==> src/rtl/rv_regfile_sb.sv <==
// Multi-port register file with an issue/writeback scoreboard and a
// sequential bulk-clear engine that walks one entry per cycle.
module rv_regfile_sb #(
  parameter int XLEN    = 32,
  parameter int DEPTH   = 32,
  parameter int NRP     = 2,
  parameter int ZERO_R0 = 1,
  parameter int BYPASS  = 1,
  localparam int AW     = $clog2(DEPTH)
) (
  input  logic                i_rf_clk,
  input  logic                i_rf_rstn,
  input  logic [NRP*AW-1:0]   i_rf_ra,
  output logic [NRP*XLEN-1:0] o_rf_rd,
  output logic [NRP-1:0]      o_rf_busy,
  input  logic                i_rf_we0,
  input  logic [AW-1:0]       i_rf_wa0,
  input  logic [XLEN-1:0]     i_rf_wd0,
  input  logic                i_rf_we1,
  input  logic [AW-1:0]       i_rf_wa1,
  input  logic [XLEN-1:0]     i_rf_wd1,
  input  logic                i_rf_iss_valid,
  input  logic [AW-1:0]       i_rf_iss_addr,
  input  logic                i_rf_clr_req,
  output logic                o_rf_clr_busy,
  output logic                o_rf_clr_done
);

  typedef enum logic {S_IDLE, S_CLEAR} state_t;

  state_t          r_state, w_state_nxt;
  logic [AW-1:0]   r_cnt;
  logic            r_clr_done, w_clr_done_nxt;
  logic [XLEN-1:0] r_mem [DEPTH];
  logic [DEPTH-1:0] r_busy;

  logic            w_idle, w_clr_last;
  logic            w_wr0, w_wr1, w_iss, w_byp_en;
  logic [AW-1:0]   w_ra;
  logic [XLEN-1:0] w_rdat;

  assign w_idle     = (r_state == S_IDLE);
  assign w_clr_last = (r_cnt == AW'(DEPTH - 1));

  // Entry 0 is read-only when hardwired; gating here keeps it out of both
  // storage and the scoreboard, so no read-side override is needed.
  assign w_wr0 = i_rf_we0 && !((ZERO_R0 != 0) && (i_rf_wa0 == '0));
  assign w_wr1 = i_rf_we1 && !((ZERO_R0 != 0) && (i_rf_wa1 == '0));
  assign w_iss = i_rf_iss_valid && !((ZERO_R0 != 0) && (i_rf_iss_addr == '0));

  // Forwarding is suppressed during reset so the outputs read as zero.
  assign w_byp_en = (BYPASS != 0) && w_idle && i_rf_rstn;

  always_comb begin
    w_state_nxt    = r_state;
    w_clr_done_nxt = 1'b0;
    o_rf_clr_busy  = 1'b0;
    case (r_state)
      S_IDLE: begin
        if (i_rf_clr_req) w_state_nxt = S_CLEAR;
      end
      S_CLEAR: begin
        o_rf_clr_busy = 1'b1;
        if (w_clr_last) begin
          w_state_nxt    = S_IDLE;
          w_clr_done_nxt = 1'b1;
        end
      end
      default: w_state_nxt = S_IDLE;
    endcase
  end

  always_ff @(posedge i_rf_clk or negedge i_rf_rstn) begin
    if (!i_rf_rstn) begin
      r_state    <= S_IDLE;
      r_cnt      <= '0;
      r_clr_done <= 1'b0;
    end else begin
      r_state    <= w_state_nxt;
      r_clr_done <= w_clr_done_nxt;
      r_cnt      <= ((r_state == S_CLEAR) && !w_clr_last) ? r_cnt + AW'(1) : '0;
    end
  end

  assign o_rf_clr_done = r_clr_done;

  // Later assignments win: port 1 over port 0, and a new issue over a
  // same-cycle writeback clearing the busy bit.
  always_ff @(posedge i_rf_clk or negedge i_rf_rstn) begin
    if (!i_rf_rstn) begin
      for (int i = 0; i < DEPTH; i++) r_mem[i] <= '0;
      r_busy <= '0;
    end else if (r_state == S_CLEAR) begin
      r_mem[r_cnt]  <= '0;
      r_busy[r_cnt] <= 1'b0;
    end else begin
      if (w_wr0) r_mem[i_rf_wa0] <= i_rf_wd0;
      if (w_wr1) r_mem[i_rf_wa1] <= i_rf_wd1;
      if (w_wr0) r_busy[i_rf_wa0] <= 1'b0;
      if (w_wr1) r_busy[i_rf_wa1] <= 1'b0;
      if (w_iss) r_busy[i_rf_iss_addr] <= 1'b1;
    end
  end

  always_comb begin
    o_rf_rd   = '0;
    o_rf_busy = '0;
    w_ra      = '0;
    w_rdat    = '0;
    for (int k = 0; k < NRP; k++) begin
      w_ra   = i_rf_ra[k*AW +: AW];
      w_rdat = r_mem[w_ra];
      if (w_byp_en && w_wr0 && (i_rf_wa0 == w_ra)) w_rdat = i_rf_wd0;
      if (w_byp_en && w_wr1 && (i_rf_wa1 == w_ra)) w_rdat = i_rf_wd1;
      o_rf_rd[k*XLEN +: XLEN] = w_rdat;
      o_rf_busy[k]            = r_busy[w_ra];
    end
  end

endmodule

==> config.mk <==
export PLATFORM = sky130hd
export DESIGN_NAME = rv_regfile_sb
export DESIGN_NICKNAME = d
export VERILOG_FILES = /design/src/rtl/rv_regfile_sb.sv
export SDC_FILE = /design/constraint.sdc
export NUM_CORES = 2
export LEC_CHECK = 0
export CORE_MARGIN = 4
export CORE_UTILIZATION = 25
export DETAILED_ROUTE_END_ITERATION = 10
export GPL_TIMING_DRIVEN = 1
export PLACE_DENSITY = 0.49
export SETUP_SLACK_MARGIN = 0.15
export SYNTH_ARGS = -nofsm -noshare
export SYNTH_HDL_FRONTEND = slang
export SYNTH_SLANG_ARGS = --single-unit
==> constraint.sdc <==
create_clock -name i_rf_clk -period 4.93 [get_ports i_rf_clk]
set_input_delay 0.7395 -clock i_rf_clk [delete_from_list [all_inputs] [get_ports i_rf_clk]]
set_output_delay 0.7395 -clock i_rf_clk [all_outputs]
set_load 0.02 [all_outputs]
Word-level counts from Yosys, hierarchy flattened

Cells that the tools add are included.

Memories: 0
Bits in writable memories: 0
Latch bits: 0
Memory bits (read-only): 0
Register bits: 1063
Output and inout port bits: 68
Logic and storage cells: 147
Input bits: 95

Eq/ne operators: 5
Bitwise gates (word level): 15
$lt $le $gt $ge: 18
Multiplexer cells: 47
Shift-type cells: 0
Div/mod/pow operators: 0
$add $sub $neg: 1
Reductions and logical operators: 25
Multiply operators: 0

Operators with widths:

| kind                                                              | count |
|---|---|
| 2-to-1 mux 1024 bit                                               | 4 |
| bitwise mux 1024 bit                                              | 2 |
| bitwise AND 1024 bit                                              | 1 |
| inverter 1024 bit                                                 | 1 |
| 2-to-1 mux 32 bit                                                 | 17 |
| demux 32 bit (select 5 bit)                                       | 3 |
| binary-select mux 32 bit (select 5 bit)                           | 2 |
| bitwise AND 32 bit                                                | 3 |
| inverter 32 bit                                                   | 3 |
| < comparator 5 x 6 -> 1 bit, second input constant                | 6 |
| bitwise OR 32 bit                                                 | 1 |
| greater-or-equal comparator 6 bit, second input constant          | 5 |
| inverter 5 -> 6 bit                                               | 5 |
| demux 1 bit (select 5 bit)                                        | 4 |
| == test 5 bit                                                     | 4 |
| greater-or-equal comparator 5 x 1 -> 1 bit, second input constant | 4 |
| logical AND 1 bit                                                 | 18 |
| < comparator 6 x 1 -> 1 bit, second input constant                | 3 |
| zero test 5 bit                                                   | 3 |
| 2-to-1 mux 1 bit                                                  | 11 |
| binary-select mux 1 bit (select 5 bit)                            | 2 |
| adder 5 x 1 -> 5 bit, second input constant                       | 1 |
| == test 5 bit, second input constant                              | 1 |
| 2-to-1 mux 5 bit                                                  | 1 |
| 3 further kinds                                                   | 6 |

Longest topological paths before layout

Depth after elaboration: 14
Mapped depth: 10
Depth with buffers taken out: 6

Worst setup path before layout

OpenSTA, ideal clock, no wires.

Path type: input port to output port
Start: in i_rf_ra[2]
End: out o_rf_rd[0]
Slack: 1.690 ns
Stages on the path: 9
Data arrival time: 2.501 ns
Buffers on the path: 4
Path through: buf_2 buf_4 buf_2 nand3_1 buf_2 o22ai_1 a2111oi_0 nand2_1 a31oi_1

Cells in the longest elaborated chain, start to end: 6
Elaborated cells on any way between the ends: 10
Those cells by class: eq/ne: 2; mux: 5; bitwise: 1; reduce/logical: 2

Ends and longest elaborated chain:

| element                                               | RTL line | source |
|---|---|---|
| start, declared                                       | 13       | `input logic [NRP*AW-1:0] i_rf_ra,` |
| inverter 5 -> 6 bit (implied by the code)             | 112      | `w_rdat = r_mem[w_ra];` |
| binary-select mux 32 bit (select 5 bit)               | 112      |  |
| 2-to-1 mux 32 bit (implied by the code) (2 in series) | 112      |  |
| 2-to-1 mux 32 bit                                     | 113      | `if (w_byp_en && w_wr0 && (i_rf_wa0 == w_ra)) w_rdat = i_rf_wd0;` |
| 2-to-1 mux 32 bit (*)                                 | 114      | `if (w_byp_en && w_wr1 && (i_rf_wa1 == w_ra)) w_rdat = i_rf_wd1;` |
| end, declared                                         | 14       | `output logic [NRP*XLEN-1:0] o_rf_rd,` |

Every way passes the cells marked *; elsewhere a longest branch is shown, timed or not. The select of a mux whose other input is x is not followed.

Final worst setup path

Start: in i_rf_ra[9]
End: out o_rf_rd[62]

The elaborated chain is that of the path after synthesis.

==> flow_summary.toml <==
[setup_path]
cp_num_buf_inv = 3
crit_type = "primary input to output pin"
reg2reg_depth = 5
start_kind = "primary input"
cp_max_fo = 12
crit_cells = 8
path_cells = "buf_2 -> buf_4 -> and2_1 -> a22oi_1 -> o2bb2ai_1 -> a2111oi_2 -> o22ai_1 -> buf_4"
crit_family = "compound AO/OA/AOI/OAI gates"
slowest_delay_ns = 0.88
crit_path_start = "i_rf_ra[9]"
cp_common_cell = "buf_4"
critPathCaptureType = "output pin"
timing.rr.end = "r_mem[371]$_DFF_PN0_"
rrSetupSlack_ns = 1.26
r2r-start = "r_state$_DFF_PN0_"
cp_slowest_cell = "o22ai_1"
worst_ep_required_time_ns = 4.19
cp_data_arrival_time_ns = 4.04

[sta]
whs_ns = 0.1406
slew_headroom_pct = 8.972
final.setup.worst_slack_ns = 0.1504
drv_slew = 0
tightest_slew_ns = 1.365
timing_hold_violations_final = 0
setup_viol_count_final = 0
fmax_mhz = 209.2
worst_clock_skew_ns = 0.01932
rsz0062_at_grt = "no"
min_period_ns = 4.780
period_share_pct = 96.95

[clocking]
clk_path_buf_depth = 3
postCtsSetupRepairBufs = 0
htree_levels = 4
cts_num_sinks = 1063
cts_tree = "built"
cts_root_buf = "clkbuf_16"
clk_latency_ns = 0.80
numCtsBuffers = 134
cts.clk_slew.worst_paths_ns = 0.05

[synthesis]
syn_nets = 7836
async_reset_ff_share_pct = 100.0
synthFlopType = "dfrtp_1"
synthDistinctLibCells = 67
synth_top_area_share_pct = 34.59
synth_edf_count = 0
yosysTopAreaCell = "dfrtp_1"
ys_ff_latch = 1063
synth_warnings = 0
syn_area_per_cell_sq_um = 9.942
yosysSeqAreaShare_pct = 34.59
syn_area_sq_um = 76910
ys_top_cells_by_area = "dfrtp_1 35%, mux4_2 15%, mux2i_1 13%"
synthCells = 7736

[grt]
grt_max_degree = 155
grt_antenna_before_repair = 56
grt_pass1_wl_um = 554600
first_global_vias = 65610
grt_usage_pct = 24.42
overflow = 0

[detailed_routing]
detail-route-antenna-nets = 0
drc = 0
wl_per_cell_um = 34.59
wirelength_um = 402900
drt_iter0_markers = 10240
via_per_inst = 6.108
vias = 71130
first_pass_iters = 9

[pwr]
combPwrFrac_pct = 34.3
internal_power_mw = 21.53
power.share.clock_pct = 29.4
switching_share_pct = 37.75
p_leak_nw = 39.62
power_mw = 34.58
p_sw_mw = 13.05
seqPwrFrac_pct = 36.3
ir_drop_uv = 387.4
power_density_nw_per_um2 = 391.9

[floorplanning]
core_sq_um = 306100
die_x_um = 562.6
initial_core_util_pct = 25.13
dieArea_sq_um = 316600
num_rows = 203
num_io_pins = 163
die_y_um = 562.6

[outcome]
status = "complete, no violations"

[finish]
final_net_count = 7543
drive_above_1_share_pct = 18.63
syn_to_final_growth_pct = 14.71

[placement]
numPortBuffers = 162
dp_slack_ns = 0.2286
place.gp.congestion = 0.9477
dp.final_hpwl_um = 263000

[run]
max-cap-violations = 0

[hold_path]
hold_path_class = "primary input to asynchronous set/reset pin"
==> routing by layer <==
metal,global-route usage [%],up-vias,wire length [um]
li1,-,28610,-
met1,31.63,36600,157400
met2,37.21,4856,177600
met3,6.360,1039,41580
met4,13.10,28,26120
met5,0,-,186
==> cell type report <==
cell class,count,area [sq um]
antenna,8,20.02
clock buffer,208,4119
clock inverter,22,202.7
fill,31350,217800
inverter,17,71.32
multi-input combinational,5636,46520
sequential,1063,26600
tap,4100,5130
timing repair buffer,591,5555
==> timing repair <==
action                     in CTS  in global routing
setup endpoints to repair       0                  3
hold endpoints to repair       25                  0
gates resized for setup         0                  2
hold buffers                    1                  0
==> per-stage QoR <==
stage          area [sq um]  TNS (ns)  std cells  util, %
6_report              88220         0      11650    28.83
5_1_grt               88210         0      11640    28.82
4_1_cts               88200         0      11640    28.82
3_5_place_dp          83870         0      11410    27.40
3_3_place_gp          83840  -0.05341      11400    27.39
2_1_floorplan         76910         0       7736        -
==> layout by cell type, fill, tap and decap left out, types with 99 or more instances in the layout <==
| master | count |
|---|---|
| a21oi_1 | 913 |
| a22o_1 | 929 |
| a31oi_1 | 99 |
| buf_4 | 394 |
| clkbuf_16 | 140 |
| dfrtp_1 | 1062 |
| mux2i_1 | 1004 |
| mux4_2 | 503 |
| nand2_1 | 334 |
| nor2_1 | 1023 |
| o21ai_0 | 101 |
| o22ai_1 | 117 |
==> power groups by stage <==
stage          logic, mW  clock network (mW)  registers [mW]
3_5_place_dp        11.6                   0            12.6
2_1_floorplan       7.30                   0            11.8
3_3_place_gp        11.4                   0            12.4
4_1_cts             11.6                10.2            12.4
5_1_grt             12.4                10.5            12.7
6_report            11.9                10.2            12.5
==> cells by family (layout without fill, tap and decap cells) <==
kind of cell    Yosys count  count (layout)  share of synthesized area (%)
buf+inv                1037             838                          6.042
compound gates         2411            2411                          21.66
other cells               0               8                              0
simple gates           1639            1639                          8.816
flops                  1063            1063                          34.59
mux                    1559            1559                          28.56
xor+xnor                 22              22                         0.2505
fa+ha+maj                 5               5                        0.08134
==> registers in the layout, indices dropped and copies added, names as in the netlist <==
signal and cells:
r_mem 1024, r_busy 32, r_cnt 5, o_rf_clr_done 1, r_state 1
==> worst max path at each step <==
stage | slack, ns | endpoint
global route | 0.20 | o_rf_rd[60]
global placement | -0.05 | o_rf_rd[59]
CTS | 0.17 | o_rf_rd[40]
detailed placement | 0.23 | o_rf_rd[55]
finish | 0.15 | o_rf_rd[62]
floorplan | 1.69 | o_rf_rd[0]
==> synth_stat cells (all sizes together) (13+ instances only) <==
library cell,count
mux2i,1004
nand3,96
a32o,38
nor2b,20
clkbuf,680
a21oi,924
a221oi,24
o21ai,101
a22o,929
buf,340
a32oi,19
inv,17
dfrtp,1063
nand3b,13
a22oi,56
mux2,52
o31ai,24
mux4,503
and2,41
a2111oi,38
a31oi,115
nand2,376
o22ai,117
nor2,1035
Power figures use the tool's default switching activity.
